--- src/rtl/beat_scan_scheduler_if.sv ---
// ============================================================================
// Module      : beat_scan_scheduler_if
// Description : Control / status bundle between a frame requester and the
//               beat/pause pixel scan scheduler.
// Revision    : 1.0 - initial release
// ============================================================================
`default_nettype none

interface beat_scan_scheduler_if #(
    parameter int unsigned PIXELCOUNTERWIDTH = 20
);
    logic                         start;
    logic                         abort;
    logic                         stall;
    logic                         process;
    logic [PIXELCOUNTERWIDTH-1:0] pixelCounter;
    logic [7:0]                   beatIndex;
    logic                         started;
    logic                         done;

    // Requester side: issues frames, back-pressure and abort.
    modport master (
        output start, abort, stall,
        input  process, pixelCounter, beatIndex, started, done
    );

    // Scheduler side.
    modport slave (
        input  start, abort, stall,
        output process, pixelCounter, beatIndex, started, done
    );
endinterface

`default_nettype wire

--- src/rtl/beat_scan_scheduler.sv ---
// ============================================================================
// Module      : beat_scan_scheduler
// Description : Walks a pixel window [MINPIXEL, MAXPIXEL], issuing BEATS
//               process strobes per pixel separated by PAUSE idle cycles,
//               with stall back-pressure, abort and an end-of-frame pulse.
// Revision    : 1.0 - initial release
// ============================================================================
`default_nettype none

module beat_scan_scheduler #(
    parameter int unsigned PIXELCOUNTERWIDTH = 20,
    parameter int unsigned MINPIXEL          = 0,
    parameter int unsigned MAXPIXEL          = 255,
    parameter int unsigned BEATS             = 4,
    parameter int unsigned PAUSE             = 1
) (
    input  wire                   clk,
    input  wire                   reset,
    beat_scan_scheduler_if.slave  bus
);

    typedef enum logic [1:0] {
        ST_IDLE  = 2'd0,
        ST_BEAT  = 2'd1,
        ST_PAUSE = 2'd2,
        ST_DONE  = 2'd3
    } state_t;

    localparam logic [PIXELCOUNTERWIDTH-1:0] c_MIN_PIXEL = PIXELCOUNTERWIDTH'(MINPIXEL);
    localparam logic [PIXELCOUNTERWIDTH-1:0] c_MAX_PIXEL = PIXELCOUNTERWIDTH'(MAXPIXEL);
    localparam logic [PIXELCOUNTERWIDTH-1:0] c_ONE_PIXEL = PIXELCOUNTERWIDTH'(1);
    localparam logic [7:0]                   c_LAST_BEAT  = 8'(BEATS - 1);
    // Only meaningful when PAUSE > 0; the PAUSE state is unreachable otherwise.
    localparam logic [7:0]                   c_LAST_PAUSE = 8'(PAUSE - 1);
    localparam bit                           c_NO_PAUSE   = (PAUSE == 0);

    state_t                       r_state;
    state_t                       w_stateNext;
    logic [PIXELCOUNTERWIDTH-1:0] r_pixelCounter;
    logic [PIXELCOUNTERWIDTH-1:0] w_pixelNext;
    logic [7:0]                   r_beatIndex;
    logic [7:0]                   w_beatNext;
    logic [7:0]                   r_pauseCnt;
    logic [7:0]                   w_pauseNext;
    logic                         w_process;
    logic                         w_done;

    // State and counter registers; reset dominates start and abort.
    always_ff @(posedge clk) begin
        if (reset) begin
            r_state        <= ST_IDLE;
            r_pixelCounter <= c_MIN_PIXEL;
            r_beatIndex    <= 8'd0;
            r_pauseCnt     <= 8'd0;
        end else begin
            r_state        <= w_stateNext;
            r_pixelCounter <= w_pixelNext;
            r_beatIndex    <= w_beatNext;
            r_pauseCnt     <= w_pauseNext;
        end
    end

    // Next-state, counter update and strobe decode.
    always_comb begin
        w_stateNext = r_state;
        w_pixelNext = r_pixelCounter;
        w_beatNext  = r_beatIndex;
        w_pauseNext = r_pauseCnt;
        w_process   = 1'b0;
        w_done      = 1'b0;

        case (r_state)
            ST_IDLE: begin
                w_pixelNext = c_MIN_PIXEL;
                w_beatNext  = 8'd0;
                w_pauseNext = 8'd0;
                if (bus.start) begin
                    w_stateNext = ST_BEAT;
                end
            end
            ST_BEAT: begin
                // A stalled beat is simply not consumed; everything holds.
                if (!bus.stall) begin
                    w_process = 1'b1;
                    if (r_beatIndex != c_LAST_BEAT) begin
                        w_beatNext = r_beatIndex + 8'd1;
                    end else if (r_pixelCounter == c_MAX_PIXEL) begin
                        w_stateNext = ST_DONE;
                        w_beatNext  = 8'd0;
                    end else if (c_NO_PAUSE) begin
                        w_pixelNext = r_pixelCounter + c_ONE_PIXEL;
                        w_beatNext  = 8'd0;
                    end else begin
                        w_stateNext = ST_PAUSE;
                        w_pauseNext = 8'd0;
                        w_beatNext  = 8'd0;
                    end
                end
            end
            ST_PAUSE: begin
                if (r_pauseCnt == c_LAST_PAUSE) begin
                    w_pixelNext = r_pixelCounter + c_ONE_PIXEL;
                    w_pauseNext = 8'd0;
                    w_stateNext = ST_BEAT;
                end else begin
                    w_pauseNext = r_pauseCnt + 8'd1;
                end
            end
            ST_DONE: begin
                // pixelCounter still shows MAXPIXEL this cycle.
                w_done      = 1'b1;
                w_stateNext = ST_IDLE;
                w_pixelNext = c_MIN_PIXEL;
                w_beatNext  = 8'd0;
                w_pauseNext = 8'd0;
            end
            default: begin
                w_stateNext = ST_IDLE;
                w_pixelNext = c_MIN_PIXEL;
                w_beatNext  = 8'd0;
                w_pauseNext = 8'd0;
            end
        endcase

        // Abort only redirects the next state; this cycle's strobes stand.
        if (bus.abort && (r_state != ST_IDLE)) begin
            w_stateNext = ST_IDLE;
            w_pixelNext = c_MIN_PIXEL;
            w_beatNext  = 8'd0;
            w_pauseNext = 8'd0;
        end
    end

    assign bus.process      = w_process;
    assign bus.done         = w_done;
    assign bus.started      = (r_state != ST_IDLE);
    assign bus.pixelCounter = r_pixelCounter;
    assign bus.beatIndex    = r_beatIndex;

endmodule

`default_nettype wire

--- src/flat_wrapper.sv ---
// flat-port wrapper written by rule: the top's interface ports become plain ports
module beat_scan_scheduler_flat 
#(
    parameter int unsigned PIXELCOUNTERWIDTH = 20,
    parameter int unsigned MINPIXEL          = 0,
    parameter int unsigned MAXPIXEL          = 255,
    parameter int unsigned BEATS             = 4,
    parameter int unsigned PAUSE             = 1
)
  (clk, reset, bus_start, bus_abort, bus_stall, bus_process, bus_pixelCounter, bus_beatIndex, bus_started, bus_done);
  beat_scan_scheduler_if #(.PIXELCOUNTERWIDTH(PIXELCOUNTERWIDTH)) bus_i ();
  input  wire clk;
  input  wire reset;
  input wire logic [$bits(bus_i.start)-1:0] bus_start;
  input wire logic [$bits(bus_i.abort)-1:0] bus_abort;
  input wire logic [$bits(bus_i.stall)-1:0] bus_stall;
  output wire logic [$bits(bus_i.process)-1:0] bus_process;
  output wire logic [$bits(bus_i.pixelCounter)-1:0] bus_pixelCounter;
  output wire logic [$bits(bus_i.beatIndex)-1:0] bus_beatIndex;
  output wire logic [$bits(bus_i.started)-1:0] bus_started;
  output wire logic [$bits(bus_i.done)-1:0] bus_done;
  assign bus_i.start = bus_start;
  assign bus_i.abort = bus_abort;
  assign bus_i.stall = bus_stall;
  assign bus_process = bus_i.process;
  assign bus_pixelCounter = bus_i.pixelCounter;
  assign bus_beatIndex = bus_i.beatIndex;
  assign bus_started = bus_i.started;
  assign bus_done = bus_i.done;
  beat_scan_scheduler #(.PIXELCOUNTERWIDTH(PIXELCOUNTERWIDTH), .MINPIXEL(MINPIXEL), .MAXPIXEL(MAXPIXEL), .BEATS(BEATS), .PAUSE(PAUSE)) u_core (.clk(clk), .reset(reset), .bus(bus_i));
endmodule
--- config.mk ---
export PLATFORM = sky130hd
export DESIGN_NAME = beat_scan_scheduler_flat
export DESIGN_NICKNAME = d
export VERILOG_FILES = /design/src/rtl/beat_scan_scheduler_if.sv /design/src/rtl/beat_scan_scheduler.sv /design/src/flat_wrapper.sv
export SDC_FILE = /design/constraint.sdc
export NUM_CORES = 1
export LEC_CHECK = 0
export ABC_CLOCK_PERIOD_IN_PS = 1900
export CELL_PAD_IN_SITES_DETAIL_PLACEMENT = 2
export CELL_PAD_IN_SITES_GLOBAL_PLACEMENT = 2
export CORE_MARGIN = 1
export CORE_UTILIZATION = 28
export CTS_BUF_LIST = sky130_fd_sc_hd__clkbuf_4 sky130_fd_sc_hd__clkbuf_8 sky130_fd_sc_hd__clkbuf_16
export CTS_CLUSTER_DIAMETER = 40
export DETAILED_ROUTE_END_ITERATION = 6
export PLACE_DENSITY = 0.85
export SYNTH_ARGS = -nofsm -noshare
export SYNTH_HDL_FRONTEND = slang
export SYNTH_SLANG_ARGS = --single-unit
--- constraint.sdc ---
create_clock -name clk -period 1.9 [get_ports clk]
set_input_delay 0.38 -clock clk [delete_from_list [all_inputs] [get_ports clk]]
set_output_delay 0.38 -clock clk [all_outputs]
set_load 0.005 [all_outputs]
==> impl_metrics.json <==
{
  "async_reset_ff_share_pct": 0,
  "clk_latency_ns": 0.31,
  "row_count": 30,
  "ys.flop_type": "dfxtp_1",
  "status": "finished, violations left",
  "firstDrtPassIters": 4,
  "hold_path.class": "flip-flop to flip-flop",
  "io_pins": 36,
  "r2r_slack_ns": -0.15,
  "timing.final.ws_setup_ns": -0.1452,
  "cts.clk_slew.worst_paths_ns": 0.09,
  "io_buffers": 35,
  "maxCapViolations": 0,
  "crit_path_top_delay_cell": "or4b_4",
  "viasPerCell": 5.256,
  "min_period_ns": 2.045,
  "required_ns": 2.08,
  "final_nets": 346,
  "design.core.area_um2": 6944,
  "synth_top_family_by_area": "simple AND/OR/NAND/NOR gates",
  "tritoncts": "built",
  "path_cells": "ha_4, or4b_4, o21ai_4, o21ai_4, buf_6, o211ai_1, o41ai_4",
  "drtAntennaViolNets": 0,
  "fmax_ghz": 0.4889,
  "synth_compound_area_share_pct": 12.51,
  "syn_inst": 244,
  "post-dp-hpwl_mm": 5.749,
  "layout-drive-gt1-share_pct": 36.23,
  "p_sw_share_pct": 42.21,
  "power_leakage_nw": 1.189,
  "cts_sinks": 38,
  "startpoint_type": "flip-flop",
  "comb_power_share_pct": 52.4,
  "synthAdderAreaFrac_pct": 4.881,
  "timing.rr.end": "u_core.r_pauseCnt[3]",
  "grt_max_degree": 19,
  "cpPeakStageDelay_ns": 0.48,
  "r2r.worst_path.cells": 7,
  "slew_viol_final": 0,
  "clockBufferDepth": 2,
  "yosysSeqAreaShare_pct": 37.10,
  "postPlaceCellArea_um2": 2854,
  "hold_slack_ns": 0.5356,
  "root_buffer": "clkbuf_8",
  "yosys.area_share.simple_pct": 29.96,
  "die-area_um2": 7670,
  "crit_type": "flip-flop to flip-flop",
  "final_cells": 430,
  "area_delta_synth_final_pct": 62.05,
  "rsz0062_at_grt": "true",
  "crit_buf_inv": 1,
  "vias": 2260,
  "end_kind": "flip-flop",
  "dp_cells": 412,
  "wl_mm": 9.556,
  "synth_area_per_cell_um2": 8.405,
  "synth.area.mux_share_pct": 1.525,
  "wire_per_inst_um": 22.22,
  "vdd_drop_max_mv": 0.3189,
  "place.gp.congestion": 0.7858,
  "htreeDepth": 2,
  "synth_seq_cells": 38,
  "maxSlewHeadroom_pct": 65.17,
  "crit_end": "u_core.r_pauseCnt[3]",
  "grt_pass1_vias": 2488,
  "synth_cell_types": 47,
  "crit_top_cell": "o21ai_4",
  "final_util_pct": 47.86,
  "gr-total-overflow": 0,
  "synth-edff-count": 0,
  "cts_made_buffers": 5,
  "start_util_pct": 29.53,
  "skew_ns": 0.007755,
  "cp_top_family": "compound AO/OA/AOI/OAI gates",
  "clock_power_share_pct": 20.1,
  "power_per_cell_area_nw_per_um2": 945.2,
  "syn_area_um2": 2051,
  "yosys_warnings": 0,
  "setup_viol": 10,
  "antenna_found_initial": 0,
  "synth_xor_area_share_pct": 8.969,
  "tightestPinTransition_ns": 0.5212,
  "hold_violations": 0,
  "die_y_um": 87.58,
  "r2r-start": "u_core.bus.beatIndex[0]",
  "violations": "negative setup slack",
  "cp_num_cells": 7,
  "arrival_ns": 2.22,
  "share_seq_of_total_power_pct": 27.5,
  "p_sw_mw": 1.326,
  "n_antenna_cell": 0,
  "cp-startpoint": "u_core.bus.beatIndex[0]",
  "grt_pass1_wl_mm": 13.12,
  "post-route-drc-count": 0,
  "grt_usage_pct": 22.34,
  "final_cell_area_um2": 3323,
  "drt_first_iter_violations": 81,
  "fp.dieW_um": 87.58,
  "internal_power_mw": 1.815,
  "syn_nets": 257,
  "critical_path.max_fanout": 6,
  "fin_crit_sh_pct": 107.6
}
[worst min-delay path by stage]
stage	start	endpoint	slack (ns)	depth (start not counted)
after CTS	u_core.bus.beatIndex[7]	u_core.bus.beatIndex[7]	0.53	1
after floorplan	u_core.bus.beatIndex[7]	u_core.bus.beatIndex[7]	0.47	1
after global routing	u_core.bus.beatIndex[7]	u_core.bus.beatIndex[7]	0.57	1
final	u_core.bus.beatIndex[7]	u_core.bus.beatIndex[7]	0.54	1
after detailed placement	u_core.bus.beatIndex[7]	u_core.bus.beatIndex[7]	0.49	1
after global placement	u_core.r_pauseCnt[7]	u_core.r_pauseCnt[7]	0.49	2
[repair_timing]
item,CTS,global route
cloned,1,0
setup buffers,7,4
pin swaps,11,13
endpoints found under the setup margin,30,32
resized for setup,20,43
hold buffers,0,0
[cell usage after synthesis (all sizes together) (2+ instances only)]
| cell type | instances | area share [%] |
|---|---|---|
| a21o | 2 | 0.73 |
| a21oi | 10 | 2.6 |
| a31oi | 3 | 0.92 |
| a41oi | 2 | 0.85 |
| and3 | 6 | 2.0 |
| and4 | 3 | 1.3 |
| buf | 4 | 1.6 |
| clkbuf | 4 | 0.73 |
| dfxtp | 38 | 37 |
| ha | 8 | 4.9 |
| inv | 15 | 2.7 |
| mux2i | 2 | 0.98 |
| nand2 | 18 | 3.3 |
| nand3 | 15 | 3.7 |
| nand4 | 6 | 1.8 |
| nor2 | 33 | 6.0 |
| nor2b | 2 | 0.61 |
| nor3 | 9 | 2.2 |
| nor4 | 9 | 2.7 |
| nor4b | 3 | 1.6 |
| o21ai | 7 | 2.3 |
| o22ai | 2 | 0.61 |
| o31ai | 2 | 0.73 |
| o41ai | 2 | 1.2 |
| or3 | 2 | 0.61 |
| or4 | 3 | 1.3 |
| or4b | 3 | 1.6 |
| xnor2 | 18 | 7.7 |
| xor2 | 3 | 1.3 |
[state kept, by name (all words and copies together), names as in the netlist]
name and cells:
u_core.bus.beatIndex 8, u_core.bus.pixelCounter 20, u_core.r_pauseCnt 8, u_core.r_state 2
[final cells by class]
cell class	count	area (µm²)
multi-input cells	184	1486
well taps	96	120.1
flip-flops and latches	38	770.7
inverters	15	58.81
fillers	745	3621
clock inverters	2	12.51
repair buffers	89	792.0
clock buffers	6	82.58
[cells in the final DEF, fill, tap and decap left out, types with 3 or more instances in the layout]
cell | Yosys | layout
buf_6 | 2 | 3
or4b_4 | 1 | 3
clkdlybuf4s50_1 | 0 | 32
a21oi_1 | 9 | 7
buf_4 | 0 | 49
inv_2 | 0 | 3
xor2_1 | 3 | 3
nand4_1 | 6 | 6
nor3_2 | 0 | 6
nor2_1 | 33 | 32
dfxtp_1 | 38 | 32
nor4_4 | 0 | 6
and3_1 | 4 | 4
a31oi_1 | 3 | 3
o21ai_0 | 4 | 4
clkbuf_8 | 0 | 6
nor4b_4 | 0 | 3
dfxtp_2 | 0 | 5
nand3_1 | 15 | 15
nor3_1 | 9 | 3
xnor2_1 | 18 | 18
inv_1 | 15 | 11
nand2_1 | 18 | 17
ha_2 | 0 | 4
[metrics by stage]
step / TNS [ns] / worst slack [ns] / power, mW
after floorplan: -0.03538 / -0.03538 / 1.486
after global placement: -2.619 / -0.3936 / 1.962
after detailed placement: -3.516 / -0.4716 / 2.042
after CTS: -0.1443 / -0.05002 / 2.821
after global routing: -1.428 / -0.1743 / 3.268
final: -0.4360 / -0.1452 / 3.141
[routing by layer]
layer  global-route usage, %  share of wire (%)
met1                   26.02                 42
met2                   42.83                 55
met3                   2.922                1.7
met4                   5.663                1.7
met5                       0                  0
[logic make-up after synthesis]
group | after synthesis
compound gates | 36
xor+xnor | 21
flops | 38
mux | 3
buf+inv | 23
fa+ha+maj | 8
simple gates | 115
[worst reg2reg max path: cells and delay by family (launching register included)]
family                     cells  cell delay (ns)
buffers and inverters          1             0.15
DFF                            1             0.36
adders and majority gates      1             0.14
AOI/OAI and AO/OA              4             0.79
and+or+nand+nor                1             0.48
[power groups by stage]
stage          Combinational, mW  Sequential (mW)  Clock (mW)
2_1_floorplan              0.620            0.867           0
3_3_place_gp                1.10            0.862           0
3_5_place_dp                1.18            0.864           0
4_1_cts                     1.35            0.853       0.623
5_1_grt                     1.73            0.864       0.675
6_report                    1.65            0.863       0.633
No activity file was read; power rests on OpenSTA's default activity.
